==> config.mk <==
export PLATFORM = sky130hd
export DESIGN_NAME = firebird7_in_gate1_tessent_tdr_w3
export DESIGN_NICKNAME = d
export VERILOG_FILES = /design/src/rtl/firebird7_in_gate1_tdr_pkg.sv /design/src/rtl/firebird7_in_gate1_tdr_sr.sv /design/src/rtl/firebird7_in_gate1_tessent_tdr_w3.sv
export SDC_FILE = /design/constraint.sdc
export NUM_CORES = 1
export LEC_CHECK = 0
export BUFFER_PORTS_ARGS = -buffer_cell sky130_fd_sc_hd__buf_2
export CAP_MARGIN = 20
export CORE_AREA = 2 2 39 41
export DETAILED_ROUTE_END_ITERATION = 16
export DIE_AREA = 0 0 41 43
export GPL_TIMING_DRIVEN = 0
export PLACE_DENSITY = 0.57
export SYNTH_ARGS = -nofsm -noshare
export SYNTH_HDL_FRONTEND = slang
export SYNTH_SLANG_ARGS = --single-unit
export TNS_END_PERCENT = 30
==> constraint.sdc <==
create_clock -name ijtag_tck -period 1.3 [get_ports ijtag_tck]
set_input_delay 0.26 -clock ijtag_tck [delete_from_list [all_inputs] [get_ports ijtag_tck]]
set_output_delay 0.26 -clock ijtag_tck [all_outputs]
set_load 0.01 [all_outputs]
==> src/rtl/firebird7_in_gate1_tdr_pkg.sv <==
// Shared types and chain-geometry helpers for the gate1 IJTAG TDR.
// FIREBIRD7_IN_GATE1_TDR_PARITY_EN adds a parity bit at the top of the chain.
package firebird7_in_gate1_tdr_pkg;

    typedef enum logic [1:0] {
        TDR_IDLE,
        TDR_CAPTURE,
        TDR_SHIFT,
        TDR_UPDATE
    } tdr_op_e;

`ifdef FIREBIRD7_IN_GATE1_TDR_PARITY_EN
    localparam bit PARITY_EN = 1'b1;
`else
    localparam bit PARITY_EN = 1'b0;
`endif

    function automatic int sel_idx(input int width);
        return width;
    endfunction

    function automatic int par_idx(input int width);
        return width + 1;
    endfunction

    function automatic int chain_len(input int width);
        return PARITY_EN ? par_idx(width) + 1 : sel_idx(width) + 1;
    endfunction

endpackage

==> src/rtl/firebird7_in_gate1_tdr_sr.sv <==
// Capture/shift chain of the gate1 TDR, including the capture-side parity generator
// used when FIREBIRD7_IN_GATE1_TDR_PARITY_EN is defined.
module firebird7_in_gate1_tdr_sr
    import firebird7_in_gate1_tdr_pkg::*;
#(
    parameter int WIDTH = 3
) (
    input  logic                        clk,
    input  logic                        rst,
    input  logic                        capture,
    input  logic                        shift,
    input  logic                        si,
    input  logic                        sel_bit,
    input  logic [WIDTH-1:0]            data_obs,
    output logic [chain_len(WIDTH)-1:0] sr
);

    localparam int L = chain_len(WIDTH);

    logic [WIDTH:0] payload;
    logic [L-1:0]   cap_val;

    assign payload = {sel_bit, data_obs};

    // Even parity over the payload so a captured word reloads without tripping the check.
    generate
        if (PARITY_EN) begin : g_par
            assign cap_val = {^payload, payload};
        end else begin : g_nopar
            assign cap_val = payload;
        end
    endgenerate

    always_ff @(posedge clk) begin
        if (rst) begin
            sr <= '0;
        end else if (capture) begin
            sr <= cap_val;
        end else if (shift) begin
            sr <= {si, sr[L-1:1]};
        end
    end

endmodule

==> src/rtl/firebird7_in_gate1_tessent_tdr_w3.sv <==
// IJTAG TDR driving the select/override side of the firebird7 gate1 3-bit data mux.
// Optional update-parity checking is enabled by FIREBIRD7_IN_GATE1_TDR_PARITY_EN.
module firebird7_in_gate1_tessent_tdr_w3
    import firebird7_in_gate1_tdr_pkg::*;
#(
    parameter int WIDTH = 3
) (
    input  logic             ijtag_tck,
    input  logic             ijtag_reset,
    input  logic             ijtag_sel,
    input  logic             ijtag_ce,
    input  logic             ijtag_se,
    input  logic             ijtag_ue,
    input  logic             ijtag_si,
    output logic             ijtag_so,
    input  logic [WIDTH-1:0] functional_data_obs,
    output logic             ijtag_select,
    output logic [WIDTH-1:0] ijtag_data_out
`ifdef FIREBIRD7_IN_GATE1_TDR_PARITY_EN
    ,
    output logic             parity_error
`endif
);

    localparam int L   = chain_len(WIDTH);
    localparam int SEL = sel_idx(WIDTH);

    tdr_op_e        op;
    logic [L-1:0]   sr;
    logic [WIDTH:0] ur;
    logic           commit_ok;

    // One operation per edge; lower-priority enables are dropped, not queued.
    always_comb begin
        op = TDR_IDLE;
        if (ijtag_sel) begin
            if (ijtag_ce) begin
                op = TDR_CAPTURE;
            end else if (ijtag_se) begin
                op = TDR_SHIFT;
            end else if (ijtag_ue) begin
                op = TDR_UPDATE;
            end
        end
    end

    firebird7_in_gate1_tdr_sr #(
        .WIDTH(WIDTH)
    ) u_sr (
        .clk      (ijtag_tck),
        .rst      (ijtag_reset),
        .capture  (op == TDR_CAPTURE),
        .shift    (op == TDR_SHIFT),
        .si       (ijtag_si),
        .sel_bit  (ur[SEL]),
        .data_obs (functional_data_obs),
        .sr       (sr)
    );

`ifdef FIREBIRD7_IN_GATE1_TDR_PARITY_EN
    assign commit_ok = ~^sr;

    always_ff @(posedge ijtag_tck) begin
        if (ijtag_reset) begin
            parity_error <= 1'b0;
        end else if (op == TDR_UPDATE && !commit_ok) begin
            parity_error <= 1'b1;
        end
    end
`else
    assign commit_ok = 1'b1;
`endif

    always_ff @(posedge ijtag_tck) begin
        if (ijtag_reset) begin
            ur <= '0;
        end else if (op == TDR_UPDATE && commit_ok) begin
            ur <= sr[SEL:0];
        end
    end

    assign ijtag_so       = sr[0];
    assign ijtag_select   = ur[SEL];
    assign ijtag_data_out = ur[WIDTH-1:0];

endmodule

Word-level counts from Yosys, hierarchy flattened

Cells that the tools add are included.

Register bits: 8
Input port bits: 10
Output and inout bits: 5
Word-level logic and storage cells: 12

Equal/unequal tests: 3
Multiplexer cells: 6
Reductions and logical operators: 1

Operator list:

| operator                                            | number |
|---|---|
| two-way mux 2 bit                                   | 4 |
| two-way mux 4 bit                                   | 2 |
| equality test 2 bit, second input constant          | 2 |
| equality test 2 x 1 -> 1 bit, second input constant | 1 |
| nonzero test 2 bit                                  | 1 |

Longest topological paths before layout

Gate-level depths: netlist of the first run.

Depth after elaboration: 7
Depth in mapped cells: 6
Gate-level depth less buffers: 5

Modules after synthesis

From an unflattened synthesis of the first run, not the netlist that was laid out.

Cell total of the unflattened synthesis: 38
Area, all modules: 400.4 um^2

By module, submodules not included:

| module                            | instances | cells each | area an instance (um^2) | sequential area each (um^2) |
|---|---|---|---|---|
| firebird7_in_gate1_tessent_tdr_w3 | 1         | 20         | 210.2                   | 80.1 |
| firebird7_in_gate1_tdr_sr         | 1         | 18         | 190.2                   | 80.1 |

Least setup slack after synthesis of the first run

Ideal clock, no wire load.

Kind: in2reg
Start point: input ijtag_ce
End point: register u_sr.sr[0]
Library setup time: 0.088 ns
Data arrival time: 1.295 ns
Required time: 1.212 ns
Path slack: -0.083 ns
Cell stages on the path: 6
Path buffers: 2
Cell sequence: buf_4 -> o21a_1 -> ha_1 -> buf_2 -> nor2_1 -> a311oi_2

Longest elaborated chain between the ends: 4
Elaborated cells between the ends (all ways): 6
Classes of those cells: 2 x eq/ne; 3 x mux; 1 x reduce/logical

Ends and longest elaborated chain:

| element                                                                    | line                                                                             | source |
|---|---|---|
| start: declaration                                                         | firebird7_in_gate1_tessent_tdr_w3.sv:11                                          | `input logic ijtag_ce,` |
| two-way mux 2 bit *                                                        | firebird7_in_gate1_tessent_tdr_w3.sv:37                                          | `if (ijtag_ce) begin` |
| two-way mux 2 bit *                                                        | firebird7_in_gate1_tessent_tdr_w3.sv:36                                          | `if (ijtag_sel) begin` |
| equality test 2 x 1 -> 1 bit / equality test 2 bit (equally long branches) | firebird7_in_gate1_tessent_tdr_w3.sv:52, firebird7_in_gate1_tessent_tdr_w3.sv:53 |  |
| two-way mux 4 bit / nonzero test 2 bit (equally long branches)             | n/a                                                                              |  |
| end signal: assignment                                                     | firebird7_in_gate1_tdr_sr.sv:38                                                  | `sr <= cap_val;` |
| end signal: assignment                                                     | firebird7_in_gate1_tdr_sr.sv:40                                                  | `sr <= {si, sr[L-1:1]};` |
| end: declaration                                                           | firebird7_in_gate1_tdr_sr.sv:15                                                  | `output logic [chain_len(WIDTH)-1:0] sr` |

Mark *: on every way between the ends. The rest lies on a longest branch, timed or not.
A chain may end at the register's enable or synchronous reset.

Final worst setup path of the first run

Start point: input ijtag_ue
End point: register u_sr.sr[1]

Longest elaborated chain between the ends: 6
Elaborated cells between the ends (all ways): 8
Classes of those cells: 2 x eq/ne; 5 x mux; 1 x reduce/logical

Ends and longest elaborated chain:

| element                                                                    | line                                                                             | source |
|---|---|---|
| start: declaration                                                         | firebird7_in_gate1_tessent_tdr_w3.sv:13                                          | `input logic ijtag_ue,` |
| two-way mux 2 bit *                                                        | firebird7_in_gate1_tessent_tdr_w3.sv:41                                          | `end else if (ijtag_ue) begin` |
| two-way mux 2 bit *                                                        | firebird7_in_gate1_tessent_tdr_w3.sv:39                                          | `end else if (ijtag_se) begin` |
| two-way mux 2 bit *                                                        | firebird7_in_gate1_tessent_tdr_w3.sv:37                                          |  |
| two-way mux 2 bit *                                                        | firebird7_in_gate1_tessent_tdr_w3.sv:36                                          |  |
| equality test 2 x 1 -> 1 bit / equality test 2 bit (equally long branches) | firebird7_in_gate1_tessent_tdr_w3.sv:52, firebird7_in_gate1_tessent_tdr_w3.sv:53 |  |
| two-way mux 4 bit / nonzero test 2 bit (equally long branches)             | n/a                                                                              |  |

Marked as above.

==> results of run 1 <==
## report_power, final
group / total, mW / leakage (nW) / switching [mW] / internal [mW]
clock: 0.187 / 0.0138 / 0.0812 / 0.105
combinational: 0.113 / 0.147 / 0.0532 / 0.0594
sequential: 0.272 / 0.0653 / 0.0114 / 0.261
## worst max path at each step
| stage | endpoint | slack (ns) |
|---|---|---|
| 2_1_floorplan | u_sr.sr[0] | 0.006 |
| 3_3_place_gp | u_sr.sr[1] | -0.12 |
| 3_5_place_dp | u_sr.sr[3] | -0.14 |
| 4_1_cts | u_sr.sr[3] | 0.12 |
| 5_1_grt | u_sr.sr[2] | 0.06 |
| 6_report | u_sr.sr[1] | 0.11 |
## flip-flops by register name (all words and copies together) (netlist names)
signal / flops
ur: 4
u_sr.sr: 4
## cell type report
| class | instances | area [um2] |
|---|---|---|
| plain buffers | 5 | 42.5 |
| clock buffers | 3 | 22.5 |
| fillers | 148 | 851 |
| multi-input cells | 29 | 233 |
| flip-flops and latches | 8 | 160 |
| well taps | 16 | 20.0 |
| repair buffers | 11 | 55.1 |
## metal layers
metal	routed length [um]	vias up	track usage [%]
met1	383	146	15.8
met5	0	-	0
met4	13	0	10.0
met3	36	2	1.57
li1	-	178	-
met2	352	11	13.8
## cell usage in the layout, fill, tap and decap left out, drive strengths merged
cell type | netlist | routed
a21bo | 4 | 4
a311oi | 4 | 4
buf | 4 | 15
clkbuf | 1 | 4
dfxtp | 8 | 8
ha | 1 | 1
mux2i | 4 | 4
nand3 | 4 | 4
nor2 | 9 | 9
nor2b | 1 | 1
nor3b | 1 | 1
o21a | 1 | 1
## cells in the mapped netlist (all sizes together)
cell type	instances	area [um2]
a21bo	4	40.0
clkbuf	1	3.75
dfxtp	8	160
nor2	9	33.8
nor3b	1	12.5
o21a	1	7.51
nand3	4	20.0
ha	1	12.5
a311oi	4	60.1
buf	4	28.8
nor2b	1	6.26
mux2i	4	40.0
## kinds of logic (layout without fill, tap and decap cells)
kind of cell,Yosys count,count (layout),synth area share (%)
mux,4,4,9.41
buf+inv,5,19,7.65
simple gates,15,15,17.1
compound gates,9,9,25.3
flops,8,8,37.6
fa+ha+maj,1,1,2.94
## stage by stage
stage	utilization [%]	setup WS [ns]	setup TNS, ns	std cells
after global placement	36.9	-0.122	-0.470	69
after CTS	38.5	0.120	0	72
after floorplan	-	0.00620	0	42
after global routing	38.5	0.0610	0	72
final	38.5	0.115	0	72
after detailed placement	36.9	-0.140	-0.624	69
## worst reg2reg max path, delay by kind of cell, from the launching register on
kind	cells	cell delay, ns
compound gates	2	0.44
flops	1	0.35
==> metrics.yaml, run 1 <==
logic_synthesis:
  ys_warn_count: 0
  synth_fp_nets: 53
  syn_inst: 42
  synthDistinctLibCells: 14
  synth.yosys.seq_area_share_pct: 37.6
  ys_ff_latch: 8
  synth_area_per_cell_um2: 10.1
  synth.cell_area_um2: 425
timing:
  max_freq_mhz: 844
  period_minus_slack_ns: 1.19
  tightest_slew_ns: 0.451
  hold-worst-slack_ns: 0.326
  rsz0062_at_grt: "false"
  post-route-period-util_pct: 91.2
  slew_headroom_pct: 69.9
  drv_slew: 0
  clock_skew_ns: 0.00620
  finalHoldViolCount: 0
  setup_viol: 0
clock_tree:
  clkLatencyLatePin_ns: 0.25
  numCtsBuffers: 3
  cts_buffer_depth: 2
  cts_root_buf: "clkbuf_4"
  cts_sinks: 8
  cts_tree: "yes"
  post_cts_buffers: 0
  h-tree-depth: 1
  cts.repair.resized: 0
  cts_hold_buffers: 0
  clkSlewWorstSetupHoldPaths_ns: 0.06
setup_path:
  path_buf_inv: 2
  regToRegStartpoint: "u_sr.sr[2]"
  cp_max_fo: 8
  r2r_end: "u_sr.sr[1]"
  path_class: "in -> reg"
  end_kind: "flop"
  crit_path_start: "ijtag_ue"
  critical_path.top_delay_family: "compound AO/OA/AOI/OAI gates"
  arrival_ns: 1.34
  crit_required_ns: 1.46
  path_cells: "buf_2 > nor2b_1 > o21a_1 > ha_1 > buf_6 > nor2_1 > a311oi_2"
  regToRegSetupSlack_ns: 0.42
  worst-path-stages: 7
  r2r_cells: 2
  cpMaxStageDelayCell: "ha_1"
  cp-start-kind: "primary input"
  cpPeakStageDelay_ns: 0.28
route:
  drcViolationCount: 0
  vias: 337
  first_iter_violations: 4
  dr.pass1.iters: 2
  ant_nets: 0
  routed_wl_um: 786
  post_drt_wl_per_cell_um: 10.9
  vias_per_cell: 4.68
floorplan:
  rows: 14
  floorplan.die_area_mm2: 0.00176
  start_util_pct: 30.7
  die_w_um: 41
  top_level_ports: 15
  core_mm2: 0.00138
  die_height_um: 43
status:
  run_status: "complete, no violations"
power_and_ir_drop:
  ir_drop_uv: 363
  pwr_density_cell_mw_per_mm2: 1070
  total_leakage_power_nw: 0.226
  total_power_uw: 572
placed_design:
  gp_congestion: 0.750
  dp_hpwl_um: 588
  io_buffers: 11
  postPlaceCellArea_um2: 510
final_layout:
  syn2layout_area_growth_pct: 25.3
  layout-drive-gt1-share_pct: 41.1
  fin_nets: 69
  final_cell_area_um2: 533
  antenna_cells: 0
min_path:
  hold_depth: 3
  holdPathEnd: "u_sr.sr[2]"
  hp-class: "in -> reg"
  hold_path.startpoint: "functional_data_obs[2]"
grt:
  grtUsageTotal_pct: 11.1
  overflow: 0
  antenna_found_initial: 0
  grt_max_degree: 11
  grt_pass1_wl_um: 1280
  grt_pass1_vias: 307
job:
  cap_viol_max_count: 0
No activity file was read; power rests on OpenSTA's default activity.
==> run 2, diff against run 1 <==
- BUFFER_PORTS_ARGS: -buffer_cell sky130_fd_sc_hd__buf_2 -> not set
- DONT_BUFFER_PORTS: not set -> 1
- PLACE_DENSITY: 0.57 -> 0.47
==> metrics.yaml, run 2 (synthesized netlist as in run 1, its figures left out) <==
clock_tree:
  post_cts_buffers: 0
  numCtsBuffers: 3
  cts_tree: "yes"
  clkSlewWorstSetupHoldPaths_ns: 0.05
  cts.repair.resized: 0
  h-tree-depth: 1
  cts_root_buf: "clkbuf_4"
  cts_hold_buffers: 0
  clkLatencyLatePin_ns: 0.24
  cts_sinks: 8
  cts_buffer_depth: 2
final_layout:
  layout-drive-gt1-share_pct: 26.7
  top_regs: "u_sr.sr (4), ur (4)"
  n_fill_cell: 158
  multiInputGateArea_um2: 233
  syn2layout_area_growth_pct: 12.4
  layout_commonest_cell: "nor2_1"
  seqCellArea_um2: 160
  antenna_cells: 0
  fin_nets: 58
  layout_common_cells: "nor2_1 (9), dfxtp_1 (8)"
setup_path:
  path_class: "in -> reg"
  critical_path.top_delay_family: "compound AO/OA/AOI/OAI gates"
  cpPeakStageDelay_ns: 0.28
  cpMaxStageDelayCell: "ha_1"
  path_buf_inv: 2
  cp_max_fo: 10
  arrival_ns: 1.27
  end_kind: "flop"
  path_cells: "buf_6 > o21a_1 > ha_1 > buf_6 > nor2_1 > a311oi_2"
  cp_common_cell: "buf_6"
  crit_required_ns: 1.46
  cp-start-kind: "primary input"
status:
  run_status: "complete, no violations"
timing:
  period_minus_slack_ns: 1.11
  drv_slew: 0
  fin_tns_setup_ns: 0
  slew_headroom_pct: 71.6
  tightest_slew_ns: 0.425
  max_freq_mhz: 900
  finalHoldViolCount: 0
  clock_skew_ns: 0.000404
  post-route-period-util_pct: 85.5
  rsz0062_at_grt: "false"
  setup_ws_ns: 0.189
  hold-worst-slack_ns: 0.228
  setup_viol: 0
floorplan:
  die_height_um: 43
  core_mm2: 0.00138
  start_util_pct: 30.7
  die_w_um: 41
  top_level_ports: 15
  rows: 14
  floorplan.die_area_mm2: 0.00176
placed_design:
  place_ws_ns: -0.0582
  dp_hpwl_um: 583
  gp_congestion: 0.707
  io_buffers: 0
route:
  vias: 307
  vias_per_cell: 5.03
  first_iter_violations: 6
  drcViolationCount: 0
  routed_wl_um: 755
  ant_nets: 0
  dr.pass1.iters: 2
  post_drt_wl_per_cell_um: 12.4
grt:
  grt_pass1_vias: 278
  overflow: 0
  grtUsageTotal_pct: 10.4
  grt_pass1_wl_um: 1190
  antenna_found_initial: 0
  grt_max_degree: 11
power_and_ir_drop:
  total_leakage_power_nw: 0.175
  total_power_uw: 551
  pwr_density_cell_mw_per_mm2: 1150
  ir_drop_uv: 315
job:
  cap_viol_max_count: 0
min_path:
  hp-class: "in -> reg"
-- run 2: cell types whose count changed in the layout (fill, tap and decap cells not counted) --
cell / before / now
buf_2: 12 / 1
-- run 2: worst reg2reg max path: cells and delay by family, from the launching register on --
kind | cells | cell delay, ns
compound gates | 2 | 0.43
flops | 1 | 0.36
-- run 2: layout make-up --
cell class / count / area share, %
Tap cell: 16 / 4.19
Sequential cell: 8 / 33.5
Buffer: 5 / 8.90
Multi-Input combinational cell: 29 / 48.7
Clock buffer: 3 / 4.71
-- run 2: worst paths after layout --
check	start	endpoint	slack, ns	cells past startpoint
worst max-delay path	ijtag_ce	u_sr.sr[1]	0.19	6
worst min-delay path	functional_data_obs[2]	u_sr.sr[2]	0.23	2
worst min register to register	u_sr.sr[2]	ur[2]	0.52	2
worst max register to register	u_sr.sr[1]	u_sr.sr[0]	0.42	2
-- run 2: metrics by stage --
| stage | util [%] | instances | cell area (um2) |
|---|---|---|---|
| 2_1_floorplan | - | 42 | 435 |
| 5_1_grt | 34.5 | 61 | 478 |
| 6_report | 34.5 | 61 | 478 |
| 4_1_cts | 34.5 | 61 | 478 |
| 3_3_place_gp | 32.9 | 58 | 455 |
| 3_5_place_dp | 32.9 | 58 | 455 |
-- run 2: routing by layer --
metal,global-route usage [%],routed length [um],vias up
met5,0,0,-
met4,10.0,17,0
met3,3.14,61,2
met2,13.4,331,13
met1,12.6,345,136
li1,-,-,156
-- run 2: report_power, final --
part / internal (mW) / switching (mW) / total [mW]
clock network: 0.105 / 0.0737 / 0.179
logic: 0.0500 / 0.0466 / 0.0966
registers: 0.261 / 0.0145 / 0.276
==> run 3, diff against run 2 <==
- PLACE_DENSITY: 0.47 -> not set
- PLACE_DENSITY_LB_ADDON: not set -> 0.15
- SLEW_MARGIN: not set -> 30
==> metrics.yaml, run 3 (synthesized netlist as in run 1, its figures left out) <==
status:
  run_status: "complete, no violations"
floorplan:
  top_level_ports: 15
  rows: 14
  die_height_um: 43
  core_mm2: 0.00138
  die_w_um: 41
  floorplan.die_area_mm2: 0.00176
  start_util_pct: 30.7
final_layout:
  seqCellArea_um2: 160
  final_cells: 61
  antenna_cells: 0
  top_regs: "u_sr.sr (4), ur (4)"
  layout-drive-gt1-share_pct: 26.7
  multiInputGateArea_um2: 233
  final_cell_area_um2: 478
  final_util_pct: 34.5
  layout_commonest_cell: "nor2_1"
  fin_nets: 58
  layout_common_cells: "nor2_1 (9), dfxtp_1 (8)"
  n_fill_cell: 148
  syn2layout_area_growth_pct: 12.4
timing:
  clock_skew_ns: 0.00538
  tightest_slew_ns: 0.422
  setup_ws_ns: 0.198
  rsz0062_at_grt: "false"
  drv_slew: 0
  fin_tns_setup_ns: 0
  slew_headroom_pct: 71.8
  period_minus_slack_ns: 1.10
  hold-worst-slack_ns: 0.219
  post-route-period-util_pct: 84.8
  setup_viol: 0
  finalHoldViolCount: 0
  max_freq_mhz: 907
route:
  post_drt_wl_per_cell_um: 12.3
  routed_wl_um: 749
  drcViolationCount: 0
  vias_per_cell: 4.95
  vias: 302
  first_iter_violations: 7
  ant_nets: 0
  dr.pass1.iters: 3
min_path:
  hold_path.startpoint: "functional_data_obs[2]"
  hp-class: "in -> reg"
placed_design:
  gp_congestion: 0.680
  place_ws_ns: -0.0650
  io_buffers: 0
  dp_hpwl_um: 574
  postPlaceCellArea_um2: 455
  placed_cells: 58
setup_path:
  regToRegStartpoint: "u_sr.sr[2]"
  path_class: "in -> reg"
  critPathCapture: "u_sr.sr[3]"
  r2r_end: "u_sr.sr[1]"
  cp-start-kind: "primary input"
  regToRegSetupSlack_ns: 0.41
  r2r_cells: 2
  arrival_ns: 1.26
  cp_max_fo: 10
  crit_required_ns: 1.46
  end_kind: "flop"
  crit_path_start: "ijtag_ce"
clock_tree:
  clkSlewWorstSetupHoldPaths_ns: 0.05
  clkLatencyLatePin_ns: 0.25
  post_cts_buffers: 0
  cts.repair.resized: 0
  h-tree-depth: 1
  numCtsBuffers: 3
  cts_buffer_depth: 2
  cts_tree: "yes"
  cts_sinks: 8
  cts_hold_buffers: 0
  cts_root_buf: "clkbuf_4"
grt:
  grt_max_degree: 11
  overflow: 0
  antenna_found_initial: 0
  grtUsageTotal_pct: 10.5
  grt_pass1_vias: 286
  grt_pass1_wl_um: 1220
job:
  cap_viol_max_count: 0
power_and_ir_drop:
  total_power_uw: 556
  ir_drop_uv: 323
  total_leakage_power_nw: 0.175
  pwr_density_cell_mw_per_mm2: 1160
[run 3: cell counts in the layout (fill, tap and decap cells not counted)]
No cell type changed its count.
[run 3: layout make-up]
type                       instances  share of cell area, %
tap                               16                   4.19
sequential                         8                   33.5
multi-input combinational         29                   48.7
buffer                             5                   8.90
clock buffer                       3                   4.71
[run 3: layer usage]
metal	wire (um)	share of wire [%]	global-route usage, %	vias up
met3	68	9.1	2.62	0
li1	-	-	-	156
met1	351	47	14.4	133
met2	329	44	12.5	13
met5	0	0	0	-
met4	0	0	10.0	0
[run 3: how the worst min path moves through the flow]
stage,end,cells past startpoint
6_report,u_sr.sr[2],2
5_1_grt,u_sr.sr[2],2
4_1_cts,u_sr.sr[2],2
3_5_place_dp,u_sr.sr[2],2
3_3_place_gp,u_sr.sr[2],2
2_1_floorplan,u_sr.sr[1],2
[run 3: critical path, cell delays in order]
cell and delay (ns):
buf_6 0.12, o21a_1 0.19, ha_1 0.28, buf_6 0.13, nor2_1 0.05, a311oi_2 0.23
[run 3: report_power, final]
part	internal [mW]	total, mW	switching (mW)
clock network	0.105	0.184	0.0790
registers	0.261	0.275	0.0141
logic	0.0500	0.0961	0.0461
total	0.416	0.556	0.139
